**src/rtl/spi_slave_rx_pkg.sv**
```systemverilog
// Shared types and constants for the SPI mode-0 receive slave.
package spi_slave_rx_pkg;

  localparam int DATA_W_DEF      = 8;
  localparam int SYNC_STAGES_DEF = 2;
  // CPOL=0, CPHA=0: MOSI sampled on SCLK rise, MISO changed on SCLK fall.
  localparam int SPI_MODE        = 0;

  typedef enum logic [1:0] {
    ST_IDLE  = 2'd0,
    ST_READY = 2'd1,
    ST_SHIFT = 2'd2
  } state_t;

endpackage

```
**src/rtl/spi_slave_rx_if.sv**
```systemverilog
// Pad and local-side signal bundle of the SPI receive slave.
//
// Handshake: rx_valid=1 means rx_data holds a word not yet taken. The consumer
// takes it in any cycle where rx_ack=1 and rx_valid=1; rx_valid drops on the
// next edge unless a new word completes in that same cycle. rx_ack with
// rx_valid=0 has no effect. There is no back-pressure on the SPI side: a word
// arriving while rx_valid=1 and no ack overwrites rx_data and sets overrun.
interface spi_slave_rx_if import spi_slave_rx_pkg::*; #(parameter int DATA_W = DATA_W_DEF);

  logic              spi_sclk;
  logic              spi_mosi;
  logic              spi_ss_n;
  logic              spi_miso;
  logic [DATA_W-1:0] tx_data;
  logic [DATA_W-1:0] rx_data;
  logic              rx_valid;
  logic              rx_ack;
  logic              overrun;
  logic              frame_err;
  logic              busy;

  modport slave (
    input  spi_sclk, spi_mosi, spi_ss_n, tx_data, rx_ack,
    output spi_miso, rx_data, rx_valid, overrun, frame_err, busy
  );

  modport master (
    output spi_sclk, spi_mosi, spi_ss_n, tx_data, rx_ack,
    input  spi_miso, rx_data, rx_valid, overrun, frame_err, busy
  );

endinterface

```
**src/rtl/spi_slave_rx_sync_edge.sv**
```systemverilog
// One pad synchroniser: STAGES flops, a history flop, registered edge strobes.
// o_level is the history flop so that level and strobes change on the same edge.
module spi_sync_edge #(
  parameter int   STAGES  = 2,
  parameter logic RST_VAL = 1'b0
) (
  input  logic i_clk,
  input  logic i_rst,
  input  logic i_pad,
  output logic o_level,
  output logic o_rise,
  output logic o_fall
);

  logic [STAGES-1:0] r_sync;
  logic              r_hist;
  logic              r_rise;
  logic              r_fall;
  logic              w_sync_out;

  assign w_sync_out = r_sync[STAGES-1];

  // Synchroniser chain, history flop and edge strobes.
  always_ff @(posedge i_clk or posedge i_rst) begin
    if (i_rst) begin
      r_sync <= {STAGES{RST_VAL}};
      r_hist <= RST_VAL;
      r_rise <= 1'b0;
      r_fall <= 1'b0;
    end else begin
      r_sync <= {r_sync[STAGES-2:0], i_pad};
      r_hist <= w_sync_out;
      r_rise <= w_sync_out & ~r_hist;
      r_fall <= ~w_sync_out & r_hist;
    end
  end

  assign o_level = r_hist;
  assign o_rise  = r_rise;
  assign o_fall  = r_fall;

endmodule

```
**src/rtl/spi_slave_rx.sv**
```systemverilog
// SPI mode-0 slave, MSB first, multi-word frames, valid/ack word hand-off.
module spi_slave_rx import spi_slave_rx_pkg::*; #(
  parameter int DATA_W      = DATA_W_DEF,
  parameter int SYNC_STAGES = SYNC_STAGES_DEF
) (
  input  logic   CLOCK_50,
  input  logic   rst,
  spi_slave_rx_if.slave bus,
  output state_t o_state
);

  localparam int              CNT_W    = $clog2(DATA_W);
  localparam logic [CNT_W-1:0] LAST_BIT = CNT_W'(DATA_W - 1);

  logic w_sclk_rise, w_sclk_fall;
  logic w_ss_lvl, w_ss_rise, w_ss_fall;
  logic w_mosi_lvl;

  spi_sync_edge #(.STAGES(SYNC_STAGES), .RST_VAL(1'b0)) u_sync_sclk (
    .i_clk(CLOCK_50), .i_rst(rst), .i_pad(bus.spi_sclk),
    .o_level(), .o_rise(w_sclk_rise), .o_fall(w_sclk_fall)
  );

  spi_sync_edge #(.STAGES(SYNC_STAGES), .RST_VAL(1'b0)) u_sync_ss (
    .i_clk(CLOCK_50), .i_rst(rst), .i_pad(bus.spi_ss_n),
    .o_level(w_ss_lvl), .o_rise(w_ss_rise), .o_fall(w_ss_fall)
  );

  spi_sync_edge #(.STAGES(SYNC_STAGES), .RST_VAL(1'b0)) u_sync_mosi (
    .i_clk(CLOCK_50), .i_rst(rst), .i_pad(bus.spi_mosi),
    .o_level(w_mosi_lvl), .o_rise(), .o_fall()
  );

  state_t            r_state, w_state_nxt;
  logic [CNT_W-1:0]  r_bit_cnt, w_bit_cnt_nxt;
  logic [DATA_W-2:0] r_rx_shift, w_rx_shift_nxt;
  // Holds the bits still to be driven, MSB first; the bit on MISO is already out.
  logic [DATA_W-1:0] r_tx_shift, w_tx_shift_nxt;
  logic              r_miso, w_miso_nxt;
  logic [DATA_W-1:0] r_rx_data, w_rx_data_nxt;
  logic              r_rx_valid, w_rx_valid_nxt;
  logic              r_overrun, w_overrun_nxt;
  logic              r_frame_err, w_frame_err_nxt;
  logic [DATA_W-1:0] w_word;

  // State register.
  always_ff @(posedge CLOCK_50 or posedge rst) begin
    if (rst) r_state <= ST_IDLE;
    else     r_state <= w_state_nxt;
  end

  // Next state, shift registers, word hand-off and status flags.
  always_comb begin
    w_state_nxt     = r_state;
    w_bit_cnt_nxt   = r_bit_cnt;
    w_rx_shift_nxt  = r_rx_shift;
    w_tx_shift_nxt  = r_tx_shift;
    w_miso_nxt      = r_miso;
    w_rx_data_nxt   = r_rx_data;
    w_rx_valid_nxt  = r_rx_valid;
    w_overrun_nxt   = r_overrun;
    w_frame_err_nxt = 1'b0;
    w_word          = {r_rx_shift, w_mosi_lvl};

    if (r_rx_valid && bus.rx_ack) w_rx_valid_nxt = 1'b0;

    unique case (r_state)
      // Wait for a deselected bus so a frame is never joined halfway.
      ST_IDLE: begin
        if (w_ss_lvl) w_state_nxt = ST_IDLE == r_state ? ST_READY : r_state;
      end
      ST_READY: begin
        if (w_ss_fall) begin
          w_state_nxt    = ST_SHIFT;
          w_bit_cnt_nxt  = '0;
          w_miso_nxt     = bus.tx_data[DATA_W-1];
          w_tx_shift_nxt = {bus.tx_data[DATA_W-2:0], 1'b0};
        end
      end
      ST_SHIFT: begin
        if (w_ss_rise) begin
          // Deselect wins over a coincident SCLK rise.
          w_state_nxt     = ST_READY;
          w_frame_err_nxt = (r_bit_cnt != '0);
          w_bit_cnt_nxt   = '0;
          w_miso_nxt      = 1'b0;
        end else if (w_sclk_rise) begin
          w_rx_shift_nxt = w_word[DATA_W-2:0];
          if (r_bit_cnt == LAST_BIT) begin
            w_rx_data_nxt  = w_word;
            w_rx_valid_nxt = 1'b1;
            if (r_rx_valid && !bus.rx_ack) w_overrun_nxt = 1'b1;
            w_bit_cnt_nxt  = '0;
            // Full next word; its MSB goes out on the following SCLK fall.
            w_tx_shift_nxt = bus.tx_data;
          end else begin
            w_bit_cnt_nxt  = r_bit_cnt + 1'b1;
          end
        end else if (w_sclk_fall) begin
          w_miso_nxt     = r_tx_shift[DATA_W-1];
          w_tx_shift_nxt = {r_tx_shift[DATA_W-2:0], 1'b0};
        end
      end
      default: w_state_nxt = ST_IDLE;
    endcase
  end

  // Datapath and output registers.
  always_ff @(posedge CLOCK_50 or posedge rst) begin
    if (rst) begin
      r_bit_cnt   <= '0;
      r_rx_shift  <= '0;
      r_tx_shift  <= '0;
      r_miso      <= 1'b0;
      r_rx_data   <= '0;
      r_rx_valid  <= 1'b0;
      r_overrun   <= 1'b0;
      r_frame_err <= 1'b0;
    end else begin
      r_bit_cnt   <= w_bit_cnt_nxt;
      r_rx_shift  <= w_rx_shift_nxt;
      r_tx_shift  <= w_tx_shift_nxt;
      r_miso      <= w_miso_nxt;
      r_rx_data   <= w_rx_data_nxt;
      r_rx_valid  <= w_rx_valid_nxt;
      r_overrun   <= w_overrun_nxt;
      r_frame_err <= w_frame_err_nxt;
    end
  end

  assign bus.spi_miso  = r_miso;
  assign bus.rx_data   = r_rx_data;
  assign bus.rx_valid  = r_rx_valid;
  assign bus.overrun   = r_overrun;
  assign bus.frame_err = r_frame_err;
  assign bus.busy      = (r_state == ST_SHIFT);
  assign o_state       = r_state;

endmodule

```
**src/flat_wrapper.sv**
```systemverilog
// flat-port wrapper written by rule: the top's interface ports become plain ports
module spi_slave_rx_flat import spi_slave_rx_pkg::*;
#(
  parameter int DATA_W      = DATA_W_DEF,
  parameter int SYNC_STAGES = SYNC_STAGES_DEF
)
  (CLOCK_50, rst, o_state, bus_spi_sclk, bus_spi_mosi, bus_spi_ss_n, bus_tx_data, bus_rx_ack, bus_spi_miso, bus_rx_data, bus_rx_valid, bus_overrun, bus_frame_err, bus_busy);
  spi_slave_rx_if #(.DATA_W(DATA_W)) bus_i ();
  input  logic CLOCK_50;
  input  logic rst;
  output state_t o_state;
  input wire logic [$bits(bus_i.spi_sclk)-1:0] bus_spi_sclk;
  input wire logic [$bits(bus_i.spi_mosi)-1:0] bus_spi_mosi;
  input wire logic [$bits(bus_i.spi_ss_n)-1:0] bus_spi_ss_n;
  input wire logic [$bits(bus_i.tx_data)-1:0] bus_tx_data;
  input wire logic [$bits(bus_i.rx_ack)-1:0] bus_rx_ack;
  output wire logic [$bits(bus_i.spi_miso)-1:0] bus_spi_miso;
  output wire logic [$bits(bus_i.rx_data)-1:0] bus_rx_data;
  output wire logic [$bits(bus_i.rx_valid)-1:0] bus_rx_valid;
  output wire logic [$bits(bus_i.overrun)-1:0] bus_overrun;
  output wire logic [$bits(bus_i.frame_err)-1:0] bus_frame_err;
  output wire logic [$bits(bus_i.busy)-1:0] bus_busy;
  assign bus_i.spi_sclk = bus_spi_sclk;
  assign bus_i.spi_mosi = bus_spi_mosi;
  assign bus_i.spi_ss_n = bus_spi_ss_n;
  assign bus_i.tx_data = bus_tx_data;
  assign bus_i.rx_ack = bus_rx_ack;
  assign bus_spi_miso = bus_i.spi_miso;
  assign bus_rx_data = bus_i.rx_data;
  assign bus_rx_valid = bus_i.rx_valid;
  assign bus_overrun = bus_i.overrun;
  assign bus_frame_err = bus_i.frame_err;
  assign bus_busy = bus_i.busy;
  spi_slave_rx #(.DATA_W(DATA_W), .SYNC_STAGES(SYNC_STAGES)) u_core (.CLOCK_50(CLOCK_50), .rst(rst), .bus(bus_i), .o_state(o_state));
endmodule
```
**config.mk**
```make
export PLATFORM = sky130hd
export DESIGN_NAME = spi_slave_rx_flat
export DESIGN_NICKNAME = d
export VERILOG_FILES = /design/src/rtl/spi_slave_rx_pkg.sv /design/src/rtl/spi_slave_rx_if.sv /design/src/rtl/spi_slave_rx_sync_edge.sv /design/src/rtl/spi_slave_rx.sv /design/src/flat_wrapper.sv
export SDC_FILE = /design/constraint.sdc
export NUM_CORES = 1
export LEC_CHECK = 0
export CAP_MARGIN = 20
export CORE_MARGIN = 2
export CORE_UTILIZATION = 50
export CTS_CLUSTER_DIAMETER = 150
export DETAILED_ROUTE_END_ITERATION = 6
export HOLD_SLACK_MARGIN = 0.08
export PLACE_DENSITY_LB_ADDON = 0.08
export SYNTH_ARGS = -nofsm -noshare
export SYNTH_HDL_FRONTEND = slang
export SYNTH_HIERARCHICAL = 1
export SYNTH_SLANG_ARGS = --single-unit
```
**constraint.sdc**
```tcl
create_clock -name CLOCK_50 -period 2.4 [get_ports CLOCK_50]
set_input_delay 0.6 -clock CLOCK_50 [delete_from_list [all_inputs] [get_ports CLOCK_50]]
set_output_delay 0.6 -clock CLOCK_50 [all_outputs]
set_load 0.05 [all_outputs]
```
==> results.yml, run 1 <==
grt:
  antenna_found_initial: 0
  grt_first_pass_wirelength_um: 5470
  grt_overflow: 0
  grt_pass1_vias: 1299
  grt_use_total: 0.167
  grt_start_max_net_pins: 33
placed_design:
  dpl_cell_area_sq_mm: 0.00231
  numPortBuffers: 28
  dp_slack_ns: 0.216
  gp_congestion: 0.817
  dp_hpwl_um: 2290
power_and_ir_drop:
  pwr_density_cell_mw_per_mm2: 955
  intPower_mw: 1.52
  seqPwrFrac: 0.430
  p_switching_mw: 0.767
  clkPwrFrac: 0.196
  max-vdd-ir-drop_uv: 740
  combPwrFrac: 0.374
  power_mw: 2.29
  p_leak_nw: 1.12
  swShare: 0.335
route:
  drtAntennaViolNets: 0
  dr.pass1.iters: 3
  drc: 0
  wl_per_cell_um: 13.3
  viasPerCell: 5.15
  via_count: 1189
  drt_iter0_drc: 31
  wl_um: 3080
timing:
  tightestPinTransition_ns: 0.620
  hold_viol: 0
  final-setup-viol-count: 0
  worst_slack_ns: 0.204
  drv_slew: 0
  rsz0062_at_grt: "no"
  finalCriticalPeriod_ns: 2.20
  clock_skew_ns: 0.00603
  fin_setup_tns_ns: 0
  slew_headroom: 0.586
  fin_crit_sh: 0.915
  clock.fmax_mhz: 455
synth:
  yosysWarnings: 6
  synthCells: 148
  syn_area_sq_mm: 0.00195
  synthesis.nets: 170
  syn_avg_cell_area_sq_um: 13.2
finish:
  layout_commonest_cell: "dfrtp_1"
  fillers: 303
  area_growth_pct: 22.7
  fin_area_sq_mm: 0.00240
  final_cell_mix: "dfrtp_1, clkdlybuf4s50_1, mux2_2"
  diodes: 0
  drive_gt1_frac: 0.224
  nNetsFinal: 204
clock_network:
  clock-root-buffer: "clkbuf_8"
  cts_buffer_depth: 2
  htree_levels: 2
  cts.sinks: 45
  clk_pin_slew_ns: 0.08
  cts_tree: "built"
  postCtsHoldBufs: 0
  cts_resized: 0
  clk_latency_ns: 0.29
  cts_buffers: 5
  cts_setup_buffers: 0
worst_setup_path:
  arrival_ns: 2.37
  path_max_fanout: 9
  reg2reg_slack_ns: 0.20
  cp.required_ns: 2.58
  critPathKind: "register to register"
  critPathCaptureType: "register"
  start_kind: "register"
min_path:
  hold_path.class: "register to register"
floorplanning:
  rows: 22
  ioPinCount: 29
  initial_core_util: 0.526
  core_sq_mm: 0.00372
  die_area_sq_mm: 0.00442
  die_w_um: 66.5
  die_h_um: 66.5
flow_run:
  cap_violations: 0
status:
  outcome: "completed"
==> through the flow <==
| step | utilization | cells | hold slack [ns] |
|---|---|---|---|
| after floorplan | - | 148 | 0.331 |
| after global placement | 0.622 | 223 | 0.338 |
| after detailed placement | 0.622 | 223 | 0.339 |
| after CTS | 0.645 | 231 | 0.358 |
| after global routing | 0.645 | 231 | 0.363 |
| final | 0.645 | 231 | 0.354 |
==> registers in the layout (all words and copies together) (netlist names), 2 cells and up <==
register	cells
u_core/bus.rx_data	8
u_core/r_tx_shift	8
u_core/r_rx_shift	7
u_core/r_bit_cnt	3
u_core/o_state	2
u_core/u_sync_mosi/r_sync	2
u_core/u_sync_sclk/r_sync	2
u_core/u_sync_ss/r_sync	2
==> power groups by stage <==
stage	Clock [mW]	Sequential [mW]	Combinational, mW
after floorplan	0	1.06	0.571
after detailed placement	0	1.00	0.858
after global routing	0.498	1.01	0.939
final	0.449	0.985	0.856
after CTS	0.475	0.989	0.864
after global placement	0	0.993	0.827
==> worst max-delay path, cell delays in order, from the launching register on <==
cell,delay (ns)
dfrtp_2,0.39
inv_1,0.07
ha_1,0.35
and2_1,0.24
a2111oi_4,0.62
mux2_2,0.41
==> worst paths after layout <==
path                       cells after the start                                    to                            startpoint
setup / recovery                               5      u_core/r_tx_shift[7]$_DFFE_PP0P_         u_core/o_state[0]$_DFFE_PP0P_
hold / removal                                 0  u_core/u_sync_ss/r_sync[1]$_DFF_PP0_  u_core/u_sync_ss/r_sync[0]$_DFF_PP0_
setup reg to reg                               5      u_core/r_tx_shift[7]$_DFFE_PP0P_         u_core/o_state[0]$_DFFE_PP0P_
hold reg to reg                                0  u_core/u_sync_ss/r_sync[1]$_DFF_PP0_  u_core/u_sync_ss/r_sync[0]$_DFF_PP0_
max in group asynchronous                      3         u_core/o_state[0]$_DFFE_PP0P_                                   rst
min in group asynchronous                      2  u_core/u_sync_mosi/o_level$_DFF_PP0_                                   rst
==> area by class of cell <==
class,count,area [sq um],share of cell area
clock buffer,6,72.6,0.0303
inverter,13,48.8,0.0203
timing repair buffer,31,313,0.130
multi-input combinational,86,762,0.318
sequential,45,1130,0.470
tap,48,60.1,0.0250
clock inverter,2,15.0,0.00626
==> metal layers <==
layer	wire length (um)	part of all wire	global-route usage	up-vias
li1	-	-	-	569
met1	1340	0.43	0.187	587
met2	1550	0.50	0.289	26
met3	138	0.045	0.0456	7
met4	54	0.018	0.0842	0
met5	0	0	0	-
Power figures use the tool's default switching activity.
==> run 2, diff against run 1 <==
CAP_MARGIN = unset   (was 20)
==> results of run 2 <==
Same layout as run 1: the final DEF is identical, and so are final timing and power.
